**config.mk**
```make
export PLATFORM = sky130hd
export DESIGN_NAME = serving_wb_byte_bridge
export DESIGN_NICKNAME = d
export VERILOG_FILES = /design/src/rtl/serving_wb_byte_bridge_pkg.sv /design/src/rtl/serving_wb_byte_bridge.sv
export SDC_FILE = /design/constraint.sdc
export NUM_CORES = 1
export LEC_CHECK = 0
export CORE_ASPECT_RATIO = 1.2
export CORE_MARGIN = 4
export CORE_UTILIZATION = 49
export CTS_CLUSTER_SIZE = 16
export DETAILED_ROUTE_END_ITERATION = 7
export HOLD_SLACK_MARGIN = 0.02
export MAX_ROUTING_LAYER = met4
export PLACE_DENSITY = 0.8
export SLEW_MARGIN = 20
export SYNTH_ARGS = -nofsm -noshare
export SYNTH_HDL_FRONTEND = slang
export SYNTH_SLANG_ARGS = --single-unit
```
**constraint.sdc**
```tcl
create_clock -name i_clk -period 2.6 [get_ports i_clk]
set_clock_uncertainty 0.15 [all_clocks]
set_input_delay 0.39 -clock i_clk [delete_from_list [all_inputs] [get_ports i_clk]]
set_output_delay 0.39 -clock i_clk [all_outputs]
set_load 0.005 [all_outputs]
```
**src/rtl/serving_wb_byte_bridge_pkg.sv**
```systemverilog
// Shared definitions for the serving byte bridge: FSM states and word/lane geometry.
package serving_wb_byte_bridge_pkg;

   localparam int unsigned BYTES_PER_WORD = 4;
   localparam int unsigned LANE_W         = 2;
   localparam int unsigned WORD_W         = 8 * BYTES_PER_WORD;
   localparam logic [LANE_W-1:0] LAST_LANE = LANE_W'(BYTES_PER_WORD - 1);

   typedef enum logic [2:0] {
      ST_IDLE,
      ST_WR,
      ST_RD_REQ,
      ST_RD_WAIT,
      ST_ACK
   } state_e;

endpackage

```
**src/rtl/serving_wb_byte_bridge.sv**
```systemverilog
// Wishbone-classic 32-bit slave that serialises each word access into four
// byte accesses on the 8-bit serving_ram port and reassembles read data.
module serving_wb_byte_bridge
   import serving_wb_byte_bridge_pkg::*;
#(
   parameter int unsigned depth = 256,
   parameter int unsigned aw    = $clog2(depth)
) (
   input  logic              i_clk,
   input  logic              i_rst,
   input  logic [aw-1:0]     i_wb_adr,
   input  logic [WORD_W-1:0] i_wb_dat,
   input  logic [3:0]        i_wb_sel,
   input  logic              i_wb_we,
   input  logic              i_wb_cyc,
   output logic [WORD_W-1:0] o_wb_rdt,
   output logic              o_wb_ack,
   output logic [aw-1:0]     o_waddr,
   output logic [7:0]        o_wdata,
   output logic              o_wen,
   output logic [aw-1:0]     o_raddr,
   output logic              o_ren,
   input  logic [7:0]        i_rdata,
   input  logic              i_ram_ack
);

   localparam int unsigned WAW = aw - LANE_W;

   state_e              state, state_n;
   logic [LANE_W-1:0]   k, k_n;
   logic [WAW-1:0]      adr_q, adr_n;
   logic [WORD_W-1:0]   dat_q, dat_n;
   logic [3:0]          sel_q, sel_n;
   logic [WORD_W-1:0]   rdt_n;
   logic                ack_n, wen_n, ren_n;
   logic [aw-1:0]       waddr_n, raddr_n;
   logic [7:0]          wdata_n;

   // Word-aligned access: the low address bits carry no information.
   logic unused_adr_bits;
   assign unused_adr_bits = ^i_wb_adr[LANE_W-1:0];

   // Next state plus next value of every registered output.
   always_comb begin
      state_n = state;
      k_n     = k;
      adr_n   = adr_q;
      dat_n   = dat_q;
      sel_n   = sel_q;
      rdt_n   = o_wb_rdt;
      ack_n   = 1'b0;
      wen_n   = 1'b0;
      ren_n   = 1'b0;
      waddr_n = o_waddr;
      wdata_n = o_wdata;
      raddr_n = o_raddr;

      case (state)
         ST_IDLE: begin
            if (i_wb_cyc) begin
               adr_n = i_wb_adr[aw-1:LANE_W];
               dat_n = i_wb_dat;
               sel_n = i_wb_sel;
               k_n   = '0;
               if (i_wb_we) begin
                  state_n = ST_WR;
                  wen_n   = i_wb_sel[0];
                  waddr_n = {i_wb_adr[aw-1:LANE_W], LANE_W'(0)};
                  wdata_n = i_wb_dat[7:0];
               end else begin
                  state_n = ST_RD_REQ;
                  ren_n   = 1'b1;
                  raddr_n = {i_wb_adr[aw-1:LANE_W], LANE_W'(0)};
               end
            end
         end
         ST_WR: begin
            if (!i_wb_cyc) begin
               state_n = ST_IDLE;
            end else if (k == LAST_LANE) begin
               state_n = ST_ACK;
               ack_n   = 1'b1;
            end else begin
               k_n     = k + LANE_W'(1);
               wen_n   = sel_q[k_n];
               waddr_n = {adr_q, k_n};
               wdata_n = dat_q[{k_n, 3'b000} +: 8];
            end
         end
         ST_RD_REQ: begin
            state_n = i_wb_cyc ? ST_RD_WAIT : ST_IDLE;
         end
         ST_RD_WAIT: begin
            if (!i_wb_cyc) begin
               state_n = ST_IDLE;
            end else if (i_ram_ack) begin
               rdt_n[{k, 3'b000} +: 8] = i_rdata;
               if (k == LAST_LANE) begin
                  state_n = ST_ACK;
                  ack_n   = 1'b1;
               end else begin
                  k_n     = k + LANE_W'(1);
                  state_n = ST_RD_REQ;
                  ren_n   = 1'b1;
                  raddr_n = {adr_q, k_n};
               end
            end
         end
         ST_ACK: begin
            state_n = ST_IDLE;
         end
         default: begin
            state_n = ST_IDLE;
         end
      endcase
   end

   always_ff @(posedge i_clk) begin
      if (i_rst) begin
         state    <= ST_IDLE;
         k        <= '0;
         adr_q    <= '0;
         dat_q    <= '0;
         sel_q    <= '0;
         o_wb_rdt <= '0;
         o_wb_ack <= 1'b0;
         o_wen    <= 1'b0;
         o_ren    <= 1'b0;
         o_waddr  <= '0;
         o_raddr  <= '0;
         o_wdata  <= '0;
      end else begin
         state    <= state_n;
         k        <= k_n;
         adr_q    <= adr_n;
         dat_q    <= dat_n;
         sel_q    <= sel_n;
         o_wb_rdt <= rdt_n;
         o_wb_ack <= ack_n;
         o_wen    <= wen_n;
         o_ren    <= ren_n;
         o_waddr  <= waddr_n;
         o_raddr  <= raddr_n;
         o_wdata  <= wdata_n;
      end
   end

endmodule

```
Word-level counts from Yosys, hierarchy flattened
Cells that the tools add are included.
{"block": "totals", "reg_bits": 106, "latch_bits": 0, "ram_bits": 0, "mem_bits_ro": 0, "input_bits": 57, "out_inout_bits": 59, "memories": 0}
{"block": "classes", "add_sub_neg": 2, "multipliers": 0, "div_mod_pow": 0, "n_lt_le_gt_ge": 1, "n_eq_ne": 14, "shifts": 3, "n_mux": 49, "bitwise_logic": 0, "reduce_logical": 10}
{"cell": "$mux W8", "n": 12}
{"cell": "$pmux W8 S2", "n": 3}
{"cell": "$bwmux W32", "n": 1}
{"cell": "$shift A8 B7 Y32 const A", "n": 1}
{"cell": "$shiftx A32 B6 Y8", "n": 1}
{"cell": "$shiftx A8 B7 Y32", "n": 1}
{"cell": "$mux W3", "n": 6}
{"cell": "$ne A2 B2 Y1 const B", "n": 8}
{"cell": "$mux W1", "n": 14}
{"cell": "$mux W2", "n": 7}
{"cell": "$pmux W3 S4", "n": 1}
{"cell": "$reduce_and A5 Y1", "n": 2}
{"cell": "$neg A5 Y7", "n": 1}
{"cell": "$eq A3 B2 Y1 const B", "n": 2}
{"cell": "$ne A3 B3 Y1 const B", "n": 2}
{"cell": "$pmux W1 S2", "n": 3}
{"cell": "$pmux W2 S3", "n": 1}
{"cell": "$reduce_and A3 Y1", "n": 2}
{"cell": "$reduce_and A6 Y1", "n": 1}
{"cell": "$reduce_bool A2 Y1", "n": 2}
{"cell": "$eq A3 B1 Y1 const B", "n": 1}
{"cell": "$logic_not A3 Y1", "n": 1}
{"cell": "$lt A2 B3 Y1 const B", "n": 1}
{"cell": "$reduce_bool A3 Y1", "n": 1}
{"cell": "other kinds (4)", "n": 4}

Depth between registers and ports, before layout
Gate-level depths: netlist of the first run.
{"block": "logic_depth", "word_depth": 6, "ltp_mapped": 8}

Least setup slack after synthesis of the first run
No wires, ideal clock.
{"block": "synth_path", "kind": "reg2reg", "start": "reg k[0]", "end": "reg o_wb_rdt[27]", "arrival_time_ns": 2.018, "required_ns": 2.380, "path_slack_ns": 0.361, "path_stages_with_launch": 9, "synth_period_minus_slack_ns": 2.239, "cell_sequence": "dfxtp_1 -> buf_4 -> inv_1 -> ha_1 -> buf_2 -> buf_2 -> nor4_2 -> nand4_1 -> a21oi_1"}
{"block": "synth_via", "elab_chain_len": 3, "word_cells_on_any_way": 4}
{"element": "start: declaration", "line_no": "serving_wb_byte_bridge.sv:30", "source": "logic [LANE_W-1:0] k, k_n;"}
{"element": "start signal: assignment", "line_no": "serving_wb_byte_bridge.sv:134", "source": "k <= k_n;"}
{"element": "$neg A5 Y7 *", "line_no": "serving_wb_byte_bridge.sv:97", "source": "rdt_n[{k, 3'b000} +: 8] = i_rdata;"}
{"element": "$shiftx A8 B7 Y32 or $shift A8 B7 Y32 (tied branches)", "line_no": "serving_wb_byte_bridge.sv:97"}
{"element": "$bwmux W32 *", "line_no": "serving_wb_byte_bridge.sv:97"}
{"element": "end signal: assignment", "line_no": "serving_wb_byte_bridge.sv:138", "source": "o_wb_rdt <= rdt_n;"}
{"element": "end: declaration", "line_no": "serving_wb_byte_bridge.sv:16", "source": "output logic [WORD_W-1:0] o_wb_rdt,"}
Mark *: on every way between the ends. The rest lies on a longest branch, timed or not.
A chain may end at the register's enable or synchronous reset.

Worst setup path after layout of the first run
{"block": "layout_path", "start": "reg k[0]", "end": "reg o_wb_rdt[29]"}
Same word-level chain as after synthesis.

==> results_dict.tcl, run 1 <==
set metrics [dict create \
    required_ns 2.74 \
    gr-usage-met3_pct 4.19 \
    cts-buffers-inserted 9 \
    cts_tree "yes" \
    seq_power_share_pct 54.1 \
    use_met1_pct 26.2 \
    worstSetupPathType "reg2reg" \
    die-area_sq_um 10700 \
    layout_min_cycle_time_ns 2.25 \
    dpl_cell_area_sq_um 5660 \
    p_leak_nw 2.08 \
    ys_top_cells_by_area "dfxtp_1 47%, nand2_1 13%, a21oi_1 9.0%" \
    io_buffer_count 113 \
    drc 0 \
    path_cells "inv_1 > ha_1 > buf_4 > nor4_2 > nand4_1 > a21oi_1" \
    insertion_delay_ns 0.37 \
    startpoint_type "register" \
    max_freq_ghz 0.445 \
    dp.cells 731 \
    worst_slew_pin_slew_ns 0.650 \
    synth_common_cells "151 x nand2_1, 106 x dfxtp_1, 81 x a21oi_1" \
    antennaDiodeCount 0 \
    cpPeakStageDelay_ns 0.55 \
    cts_resized 0 \
    synth_enable_flop_cells 0 \
    fill_cells 690 \
    synth_seq_area_share_pct 47.3 \
    final_cells 747 \
    totalWireLength_mm 11.2 \
    grtUsageMet2_pct 36.7 \
    vdd_drop_max_v 0.000338 \
    rsz0062_at_grt "no" \
    slowest_stage "nor4_2" \
    row_count 37 \
    synth.avg_cell_area_sq_um 8.50 \
    drt-initial-drc-count 168 \
    cts_root_buf "clkbuf_8" \
    hpwl_mm 8.14 \
    ys_ff_latch 106 \
    cts_setup_buffers 0 \
    hold_viol_final 0 \
    wire_per_inst_um 15.0 \
    register_area_sq_um 2120 \
    yosysTopAreaCellShare_pct 47.3 \
    start_util_pct 51.2 \
    layout.nets 688 \
    cts_buffer_depth 2 \
    synth_top_area_cell "dfxtp_1" \
    drtPass1Iterations 4 \
    viasPerCell 5.43 \
    cap_violations 0 \
    internal-power_w 0.00237 \
    clkSinkCount 106 \
    synth.most_common_cell "nand2_1" \
    grt_max_degree 65 \
    grt_pass1_vias 3908 \
    grt_overflow 0 \
    vias 4057 \
    synth_area_sq_um 4480 \
    power.density_nw_per_um2 548 \
    grt_pass1_wl_mm 18.4 \
    antenna_found_initial 0 \
    multi_input_area_sq_um 2110 \
    crit_family "simple AND/OR/NAND/NOR gates" \
    fin_total_pwr_w 0.00321 \
    clockPowerShare_pct 32.6 \
    holdBufCountCts 0 \
    setup_tns_ns 0 \
    die_h_um 113 \
    ios 116 \
    ys_types 47 \
    crit_fanout 16 \
    synthFlopType "dfxtp_1" \
    max-slew-margin-rel_pct 56.7 \
    comb_power_share_pct 13.3 \
    status "finished clean" \
    syn2layout_area_growth_pct 30.8 \
    setup_viol 0 \
    final_cell_area_sq_um 5860 \
    timing.final.crit_share_pct 86.4 \
    ys_async_sr_fraction_pct 0 \
    cp-end-kind "register" \
    drv_slew 0 \
    arrival_ns 2.39 \
    htreeDepth 3 \
    clkTransAtPathRegs_ns 0.10 \
    track_usage_pct 21.9 \
    die_w_um 95.3 \
    layout-drive-gt1-share_pct 8.73 \
    ys.warnings.count 0 \
    synth_nets 590 \
    swShare_pct 26.1 \
    busiest_layer "met2" \
    final_antenna_net_count 0 \
    path_buf_inv 2 \
    fp.coreArea_sq_um 8750 \
    postLayoutCoreUtil_pct 67.0 \
    globalplace.congestion 0.819 \
    hold_class "in2reg" \
    synthCells 527 \
    p_sw_w 0.000837 \
]
sequential cells by signal, indices dropped and copies added (netlist names):
signal / cells
o_wb_ack: 1
o_wb_rdt: 32
o_raddr: 8
dat_q: 32
sel_q: 4
o_wen: 1
o_ren: 1
o_wdata: 8
adr_q: 6
o_waddr: 8
k: 2
state: 3
per-stage QoR:
| stage | setup WS [ns] | hold WS (ns) |
|---|---|---|
| floorplan | 0.361 | 0.283 |
| global placement | 0.262 | 0.290 |
| detailed placement | 0.236 | 0.294 |
| finish | 0.354 | 0.118 |
| global route | 0.129 | 0.119 |
| CTS | 0.352 | 0.0932 |
routing by layer:
metal  wire, um  vias up
met2       5720      144
met3        700       17
met4        200        0
li1           -     2002
met1       4570     1894
met5          0        -
cells by family after synthesis:
kind of cell	synth area share (%)
and+or+nand+nor	24.6
AOI/OAI and AO/OA	14.3
DFF	47.3
buffers and inverters	5.47
muxes	6.59
adders and majority gates	1.67
final timing paths:
kind | depth (start not counted) | slack (ns) | end | startpoint
setup / recovery | 6 | 0.35 | o_wb_rdt[29] | k[0]
hold / removal | 2 | 0.12 | o_raddr[3] | i_rst
setup reg to reg | 6 | 0.35 | o_wb_rdt[29] | k[0]
hold reg to reg | 2 | 0.31 | o_wb_rdt[23] | o_wb_rdt[23]
cells in the final DEF (no fill, tap or decap), drive strengths merged, types with 7 or more instances in the layout:
cell	instances
mux4	9
nand4	7
dfxtp	106
nand3	28
buf	16
nand2	151
a311oi	14
clkdlybuf4s50	112
clkbuf	9
a21oi	83
mux2i	7
nor2	28
layout make-up:
type,count,share of cell area (%)
Clock buffer,9,2.11
Clock inverter,7,1.41
Inverter,3,0.192
Multi-Input combinational cell,377,36.1
Sequential cell,106,36.2
Tap cell,117,2.50
Timing Repair Buffer,128,21.5
power by group through the flow:
| stage | combinational [W] | sequential, W | clock (W) |
|---|---|---|---|
| 2_1_floorplan | 0.000237 | 0.00176 | 0 |
| 3_3_place_gp | 0.000418 | 0.00177 | 0 |
| 3_5_place_dp | 0.000429 | 0.00177 | 0 |
| 4_1_cts | 0.000431 | 0.00174 | 0.00107 |
| 5_1_grt | 0.000471 | 0.00175 | 0.00114 |
| 6_report | 0.000428 | 0.00174 | 0.00105 |
Note: power is estimated with default switching activity, not from simulation.
==> inputs of run 2 (changes only) <==
- CORE_MARGIN: 4 -> unset
- REMOVE_ABC_BUFFERS: unset -> 1
==> run 2 against run 1 <==
Compared with the run above:
- via count rose by 0.99%
- total power fell by 2.5%
- sequential share of layout area stayed put
- worst hold slack better by 0.17 ns
- die area is 11% lower
- non-clock buffer count increased by 1
- maximum frequency rose by 1.7%
- first-iteration DRC count decreased by 1.2%
- largest power group unchanged
==> results_dict.tcl, run 2 (synthesis gave the netlist of run 1 again) <==
set metrics [dict create \
    setup_viol 0 \
    track_usage_pct 25.3 \
    vias 4097 \
    totalWireLength_mm 11.0 \
    place_ws_ns 0.265 \
    row_count 37 \
    io_buffer_count 113 \
    drc 0 \
    required_ns 2.75 \
    die_h_um 107 \
    ios 116 \
    vdd_drop_max_v 0.000280 \
    htreeDepth 3 \
    grt_overflow 0 \
    p_leak_nw 2.08 \
    layout.nets 689 \
    reg_top3 "dat_q x32, o_wb_rdt x32" \
    dr.max_layer_used "met4" \
    rsz0062_at_grt "no" \
    layout_min_cycle_time_ns 2.21 \
    drv_slew 0 \
    cpPeakStageDelay_ns 0.59 \
    grt_max_degree 43 \
    hold_viol_final 0 \
    slowest_stage "nor4_2" \
    layout_commonest_cell "nand2_1" \
    cts_setup_buffers 0 \
    wl_met1_mm 4.65 \
    power.density_nw_per_um2 534 \
    antennaDiodeCount 0 \
    hpwl_mm 7.95 \
    holdBufCountCts 0 \
    crit_family "simple AND/OR/NAND/NOR gates" \
    cts_tree "yes" \
    clkSinkCount 106 \
    arrival_ns 2.36 \
    timing.final.crit_share_pct 84.9 \
    max-slew-margin-rel_pct 58.0 \
    final_antenna_net_count 0 \
    cts_resized 0 \
    met2WireLength_mm 5.53 \
    insertion_delay_ns 0.37 \
    path_cells "inv_1 > ha_1 > buf_4 > nor4_2 > nand4_1 > a21oi_1" \
    status "finished clean" \
    wire_per_inst_um 14.8 \
    layout-drive-gt1-share_pct 8.72 \
    clkTransAtPathRegs_ns 0.11 \
    hold_class "in2reg" \
    cap_violations 0 \
    whs_ns 0.286 \
    path_buf_inv 2 \
    postLayoutCoreUtil_pct 67.4 \
    layout_common_cells "151 x nand2_1, 112 x clkdlybuf4s50_1, 106 x dfxtp_1" \
    cts-buffers-inserted 9 \
    drt-initial-drc-count 166 \
    syn2layout_area_growth_pct 30.8 \
    worstSetupPathType "reg2reg" \
    cts_buffer_depth 2 \
    cp-end-kind "register" \
    startpoint_type "register" \
    cts_root_buf "clkbuf_8" \
    globalplace.congestion 0.875 \
    wl_met3_um 667 \
    die_w_um 89.3 \
    max_freq_ghz 0.453 \
    drtPass1Iterations 5 \
    grt_pass1_vias 4008 \
    worst_slack_ns 0.392 \
    start_util_pct 51.5 \
    fp.coreArea_sq_um 8700 \
    die-area_sq_um 9530 \
    viasPerCell 5.48 \
    crit_fanout 8 \
    grt_pass1_wl_mm 18.2 \
    antenna_found_initial 0 \
    worst_slew_pin_slew_ns 0.625 \
]
run 2: cell count changes in the layout (fill, tap and decap cells not counted):
cell and delta:
buf_4 +1, clkinvlp_4 -1, buf_12 +1, buf_2 -1, bufinv_16 -1, clkbuf_1 +1, inv_8 +1
run 2: area by class of cell:
type,count,area (sq um)
repair buffers,129,1290
flip-flops and latches,106,2120
clock inverters,6,56.3
clock buffers,10,128
inverters,3,11.3
multi-input cells,377,2110
fillers,734,2840
well taps,117,146
run 2: worst paths after layout:
check | from | end | slack, ns | depth (start not counted)
max | k[0] | o_wb_rdt[26] | 0.39 | 6
min | i_rst | o_waddr[0] | 0.29 | 2
max reg2reg | k[0] | o_wb_rdt[26] | 0.39 | 6
min reg2reg | o_wb_rdt[28] | o_wb_rdt[28] | 0.31 | 2
run 2: report_power, final:
| group | internal [W] | total, W | switching, W |
|---|---|---|---|
| clock network | 0.000371 | 0.000962 | 0.000591 |
| registers | 0.00169 | 0.00174 | 0.0000436 |
| logic | 0.000223 | 0.000432 | 0.000209 |
run 2: worst register-to-register path: cells and delay by family (launching register included):
kind	cells	cell delay, ns
AO/OA/AOI/OAI	1	0.18
flip-flops	1	0.36
adder cells (fa/ha/maj)	1	0.35
AND/OR/NAND/NOR	2	0.76
buffers and inverters	2	0.35
run 2: through the flow:
stage               TNS [ns]  power, W  std cells  cell area [sq um]
finish                     0   0.00313        748               5860
global route               0   0.00326        748               5860
CTS                        0   0.00314        748               5860
detailed placement         0   0.00221        732               5680
global placement           0   0.00219        732               5680
floorplan              -1.38   0.00195        486               4250
run 2: metal layers:
metal	up-vias	global-route usage, %
met5	-	-
met2	142	40.8
met3	16	4.46
li1	2006	-
met4	0	10.9
met1	1933	31.0
